File: config.mk
export PLATFORM = sky130hd
export DESIGN_NAME = mux_pipe_stage
export DESIGN_NICKNAME = d
export VERILOG_FILES = /design/src/rtl/mux_pipe_pkg.sv /design/src/rtl/mux_nx1.sv /design/src/rtl/mux_pipe_stage.sv
export SDC_FILE = /design/constraint.sdc
export NUM_CORES = 1
export LEC_CHECK = 0
export CORE_MARGIN = 10
export CORE_UTILIZATION = 47
export CTS_CLUSTER_SIZE = 28
export DETAILED_ROUTE_END_ITERATION = 8
export PLACE_DENSITY = 0.9
export SYNTH_ARGS = -nofsm -noshare
export SYNTH_HDL_FRONTEND = slang
export SYNTH_HIERARCHICAL = 1
export SYNTH_SLANG_ARGS = --single-unit
File: constraint.sdc
create_clock -name clk -period 3.8 [get_ports clk]
set_clock_uncertainty 0.1 [all_clocks]
set_input_delay 0.76 -clock clk [delete_from_list [all_inputs] [get_ports clk]]
set_output_delay 0.76 -clock clk [all_outputs]
set_load 0.05 [all_outputs]
File: src/rtl/mux_pipe_pkg.sv
// Shared definitions for the registered N-way select stage: FSM encodings and
// lane slicing math for flattened lane buses.
package mux_pipe_pkg;

  localparam logic [1:0] EMPTY = 2'd0;
  localparam logic [1:0] ONE   = 2'd1;
  localparam logic [1:0] TWO   = 2'd2;

  // LSB of lane 'lane' within a flattened bus of 'width'-bit lanes.
  function automatic int lane_lsb(input int lane, input int width);
    return lane * width;
  endfunction

endpackage

File: src/rtl/mux_nx1.sv
// Combinational N-to-1 lane select. An index past the last lane yields zero
// data with err set, which can only happen when N is not a power of two.
module mux_nx1
  import mux_pipe_pkg::*;
#(
  parameter int WIDTH = 32,
  parameter int N     = 4,
  localparam int SELW = $clog2(N)
) (
  input  logic [N*WIDTH-1:0] in_data,
  input  logic [SELW-1:0]    sel,
  output logic [WIDTH-1:0]   out_data,
  output logic               out_err
);

  always_comb begin
    out_data = '0;
    out_err  = 1'b1;
    for (int i = 0; i < N; i++) begin
      if (sel == SELW'(i)) begin
        out_data = in_data[lane_lsb(i, WIDTH) +: WIDTH];
        out_err  = 1'b0;
      end
    end
  end

endmodule

File: src/rtl/mux_pipe_stage.sv
// Registered N-way operand select with valid/ready handshake and a two-entry
// skid buffer; full throughput, and ready never depends on out_ready.
module mux_pipe_stage
  import mux_pipe_pkg::*;
#(
  parameter int WIDTH = 32,
  parameter int N     = 4,
  localparam int SELW = $clog2(N)
) (
  input  logic               clk,
  input  logic               rst,
  input  logic [N*WIDTH-1:0] in_data,
  input  logic [SELW-1:0]    sel,
  input  logic               in_valid,
  output logic               in_ready,
  input  logic               flush,
  output logic [WIDTH-1:0]   out_data,
  output logic               out_err,
  output logic               out_valid,
  input  logic               out_ready
);

  typedef struct packed {
    logic [WIDTH-1:0] data;
    logic             err;
  } beat_t;

  logic [1:0]       state_q;
  beat_t            main_q, skid_q, beat_in;
  logic [WIDTH-1:0] sel_data;
  logic             sel_err;
  logic             accept, consume;

  mux_nx1 #(.WIDTH(WIDTH), .N(N)) u_sel (
    .in_data  (in_data),
    .sel      (sel),
    .out_data (sel_data),
    .out_err  (sel_err)
  );

  assign beat_in   = '{data: sel_data, err: sel_err};
  assign in_ready  = (state_q != TWO) && !rst;
  assign out_valid = (state_q != EMPTY);
  assign out_data  = main_q.data;
  assign out_err   = main_q.err;
  assign accept    = in_valid && in_ready;
  assign consume   = out_valid && out_ready;

  // flush outranks any accept/consume in the same cycle; the offered beat is lost
  always_ff @(posedge clk) begin
    if (rst || flush) begin
      state_q <= EMPTY;
      main_q  <= '0;
      skid_q  <= '0;
    end else begin
      case (state_q)
        EMPTY: if (accept) begin
          state_q <= ONE;
          main_q  <= beat_in;
        end
        ONE: begin
          if (accept && consume) begin
            main_q <= beat_in;
          end else if (accept) begin
            state_q <= TWO;
            skid_q  <= beat_in;
          end else if (consume) begin
            state_q <= EMPTY;
          end
        end
        TWO: if (consume) begin
          state_q <= ONE;
          main_q  <= skid_q;
        end
        default: state_q <= EMPTY;
      endcase
    end
  end

endmodule

==> run summary <==
- **routed wl met2** 6655 um
- **total number of vias** 3715
- **nature of the critical path startpoint** primary input
- **average vias per placed instance** 5.992
- **initial antenna violation count** 0
- **clock tree from TritonCTS** built
- **Die Area** 12610 um^2
- **number of buffers created by CTS** 9
- **Area growth, synth to finish** 45.34%
- **Area contributors post-synth** sky130_fd_sc_hd__dfxtp_1 (34%), sky130_fd_sc_hd__mux4_2 (17%), sky130_fd_sc_hd__a211oi_2 (9.4%), sky130_fd_sc_hd__mux2i_1 (8.5%), sky130_fd_sc_hd__nor4_1 (5.2%)
- **arrival time reported for the critical path endpoint** 2.17 ns
- **crit path capture type** output port
- **# Max-Cap Violations** 0
- **part of the Yosys area used for sequential elements** 34.00%
- **required time reported for the critical path endpoint** 2.94 ns
- **clock-pin slew reported for the worst setup and hold paths after clock tree synthesis** 0.07 ns
- **switching power of the nets** 514.7 uW
- **Logic pwr share** 26.8%
- **WL/cell** 21.00 um
- **internal cell power** 1327 uW
- **Worst path slowest cell** sky130_fd_sc_hd__clkdlybuf4s50_1
- **Post-Syn Area per Cell** 10.85 um^2
- **number of hold buffers added after cts** 0
- **class of the most critical hold timing path** register to register
- **count of buffers from port buffering** 169
- **met3 WL** 1019 um
- **slew at the pin with the worst max-slew slack** 0.9857 ns
- **Cell Chain, Critical Path** clkdlybuf4s50_1 > and2b_1 > clkdlybuf4s50_1
- **syn_nets** 504
- **gate family responsible for the most delay along the worst path** buffers and inverters
- **Unique masters post-synth** 32
- **Die W** 112.3 um
- **post-synth design cell area** 4004 um^2
- **effective utilization at floorplan** 48.48%
- **cell area power density** 316.5 nW/um^2
- **CTS sink cnt** 68
- **antenna cell count** 0
- **clock latency on the worst-skew pair** 0.34 ns
- **core area** 8258 um^2
- **Initial DRC Count** 217
- **FP Rows** 33
- **area fraction of the dominant cell type after synthesis** 34.00%
- **number of failing setup endpoints in the final timing report** 0
- **cell count after synthesis** 369
- **GR Util All Layers** 19.69%
- **leak pwr** 0.002111 uW
- **number of levels in the clock H-tree** 3
- **Worst path max stage delay** 0.80 ns
- **vias in the first global route** 4002
- **tightest slew margin relative to the limit** 34.29%
- **first-pass GRT wire length** 20670 um
- **routed length on met1** 5205 um
- **Worst path most repeated cell** sky130_fd_sc_hd__clkdlybuf4s50_1
- **post-CTS repair timing setup buffer count** 0
- **kind of critical path** primary input to output port
- **cell taking the most area after synthesis** sky130_fd_sc_hd__dfxtp_1
- **Tmin final** 3.029 ns
- **Overflow after GRT** 0
- **number of buffers on the longest clock path** 2
- **number of gates given a new drive strength after cts** 0
- **final setup margin** 0.7713 ns
- **Top Layer Used** met4
- **Setup TNS Final** 0 ns
- **pin count of the biggest net entering global routing** 69
- **proportion of power drawn by flip-flops and latches** 40.3%
- **final-report hold violation count** 0
- **antenna-violating nets left** 0
- **final max-slew violation count** 0
- **worst-case hold slack** 0.3752 ns
- **IO Pins** 170
- **CTS Root Buffer Type** sky130_fd_sc_hd__clkbuf_8
- **worst slack after detailed placement** 0.7724 ns
- **unrepaired setup endpoints after global routing** no
- **switching share of power** 27.95%
- **RD Place Congestion** 0.7822
- **total iterations of the first detailed-routing run** 4
- **clock network fraction of design power** 32.8%
- **Yosys warning count** 6
- **Max FO, Critical Path** 2
- **run status** completed
- **Core Util, Final** 70.47%
- **fmax** 0.3302 GHz
- **Die Y** 112.3 um
- **final net count** 645
- **worst-case vdd ir drop** 0.2167 mV
- **Total Power** 1842 uW
- **Synth Register Bits** 68
- **final HPWL from detailed placement** 9185 um
- **Buf/Inv on CP** 2
- **final critical-path share of the clock period** 79.70%
- **remaining routing DRC violations** 0
- **share of final-layout standard cells stronger than drive strength 1** 19.03%
- **final WL** 13020 um
## placed cells by master (no fill, tap or decap), drive strengths merged
cell type / Yosys / routed
nor2: 1 / 1
or2: 2 / 2
mux2i: 34 / 34
a21oi: 34 / 34
clkdlybuf4s50: 0 / 168
clkinv: 0 / 2
nand3b: 1 / 1
nor2b: 1 / 1
bufinv: 0 / 1
mux4: 32 / 32
nand3: 33 / 33
nand2: 1 / 1
nor4b: 1 / 1
buf: 21 / 12
clkinvlp: 0 / 1
or3: 1 / 1
nor4bb: 1 / 1
nor3b: 1 / 1
and2b: 1 / 1
or3b: 2 / 2
dfxtp: 68 / 68
a211oi: 34 / 34
clkbuf: 29 / 12
conb: 1 / 1
o21ai: 33 / 33
o21ba: 1 / 1
nor4: 33 / 33
and3b: 1 / 1
nand2b: 2 / 2
## worst register-to-register path, stage by stage (launching register included)
cell and delay, ns:
sky130_fd_sc_hd__dfxtp_1 0.65, sky130_fd_sc_hd__nor4b_4 0.10, sky130_fd_sc_hd__or3_2 0.92, sky130_fd_sc_hd__a211oi_1 0.35
## sequential cells by signal (all words and copies together), names as in the netlist
signal	flops
out_data	32
state_q	2
skid_q	33
out_err	1
## synth_stat cells
| cell | count |
|---|---|
| sky130_fd_sc_hd__dfxtp_1 | 68 |
| sky130_fd_sc_hd__a21oi_1 | 34 |
| sky130_fd_sc_hd__mux2i_1 | 34 |
| sky130_fd_sc_hd__nand3_1 | 33 |
| sky130_fd_sc_hd__nor4_1 | 33 |
| sky130_fd_sc_hd__o21ai_0 | 33 |
| sky130_fd_sc_hd__a211oi_2 | 30 |
| sky130_fd_sc_hd__mux4_2 | 30 |
| sky130_fd_sc_hd__clkbuf_1 | 27 |
| sky130_fd_sc_hd__buf_2 | 10 |
| sky130_fd_sc_hd__a211oi_1 | 4 |
| sky130_fd_sc_hd__buf_12 | 3 |
| sky130_fd_sc_hd__buf_6 | 3 |
| sky130_fd_sc_hd__buf_8 | 3 |
| sky130_fd_sc_hd__buf_4 | 2 |
| sky130_fd_sc_hd__clkbuf_2 | 2 |
| sky130_fd_sc_hd__mux4_1 | 2 |
| sky130_fd_sc_hd__nand2b_1 | 2 |
| sky130_fd_sc_hd__or2_2 | 2 |
| sky130_fd_sc_hd__or3b_2 | 2 |
| sky130_fd_sc_hd__and2b_1 | 1 |
| sky130_fd_sc_hd__and3b_1 | 1 |
| sky130_fd_sc_hd__conb_1 | 1 |
| sky130_fd_sc_hd__nand2_1 | 1 |
| sky130_fd_sc_hd__nand3b_1 | 1 |
| sky130_fd_sc_hd__nor2_1 | 1 |
| sky130_fd_sc_hd__nor2b_1 | 1 |
| sky130_fd_sc_hd__nor3b_2 | 1 |
| sky130_fd_sc_hd__nor4b_4 | 1 |
| sky130_fd_sc_hd__nor4bb_1 | 1 |
| sky130_fd_sc_hd__o21ba_2 | 1 |
| sky130_fd_sc_hd__or3_1 | 1 |
## cell type report
class / instances / area (um^2)
flip-flops and latches: 68 / 1361
fillers: 605 / 2439
well taps: 105 / 131.4
multi-input cells: 251 / 2355
clock buffers: 12 / 155.1
clock inverters: 4 / 47.55
repair buffers: 180 / 1769
## routing by layer
layer  track usage [%]  vias up
li1                  -     1729
met1             23.27     1811
met2             33.95      166
met3             5.485        9
met4             5.838        0
met5                 0        -
## metrics by stage
step	area, um^2	std cells
final	5819	620
after global routing	5819	620
after CTS	5819	620
after detailed placement	5617	604
after global placement	5617	604
after floorplan	4004	369
## cells by family (layout without fill, tap and decap cells)
family / Yosys count / in the layout / synth area share (%)
AND/OR/NAND/NOR: 82 / 82 / 12.59
multiplexers: 66 / 66 / 26.69
AO/OA/AOI/OAI: 102 / 102 / 18.75
other: 1 / 1 / 0.09366
flip-flops: 68 / 68 / 34.00
buffers and inverters: 50 / 196 / 7.875
## power by group through the flow
stage / Combinational (uW) / Clock, uW / Sequential [uW]
floorplan: 235 / 0 / 814
global placement: 483 / 0 / 758
detailed placement: 495 / 0 / 759
CTS: 496 / 610 / 742
global route: 524 / 644 / 744
finish: 494 / 605 / 742
## worst paths after layout
check / from / endpoint / slack [ns] / cells past startpoint
worst min register to register: skid_q[32]$_SDFFE_PP0P_ / skid_q[32]$_SDFFE_PP0P_ / 0.38 / 2
worst max-delay path: rst / in_ready / 0.77 / 3
worst min-delay path: skid_q[32]$_SDFFE_PP0P_ / skid_q[32]$_SDFFE_PP0P_ / 0.38 / 2
worst max register to register: state_q[1]$_SDFFE_PP0P_ / out_data[1]$_SDFFE_PP0P_ / 1.60 / 3
Note: power is estimated with default switching activity, not from simulation.
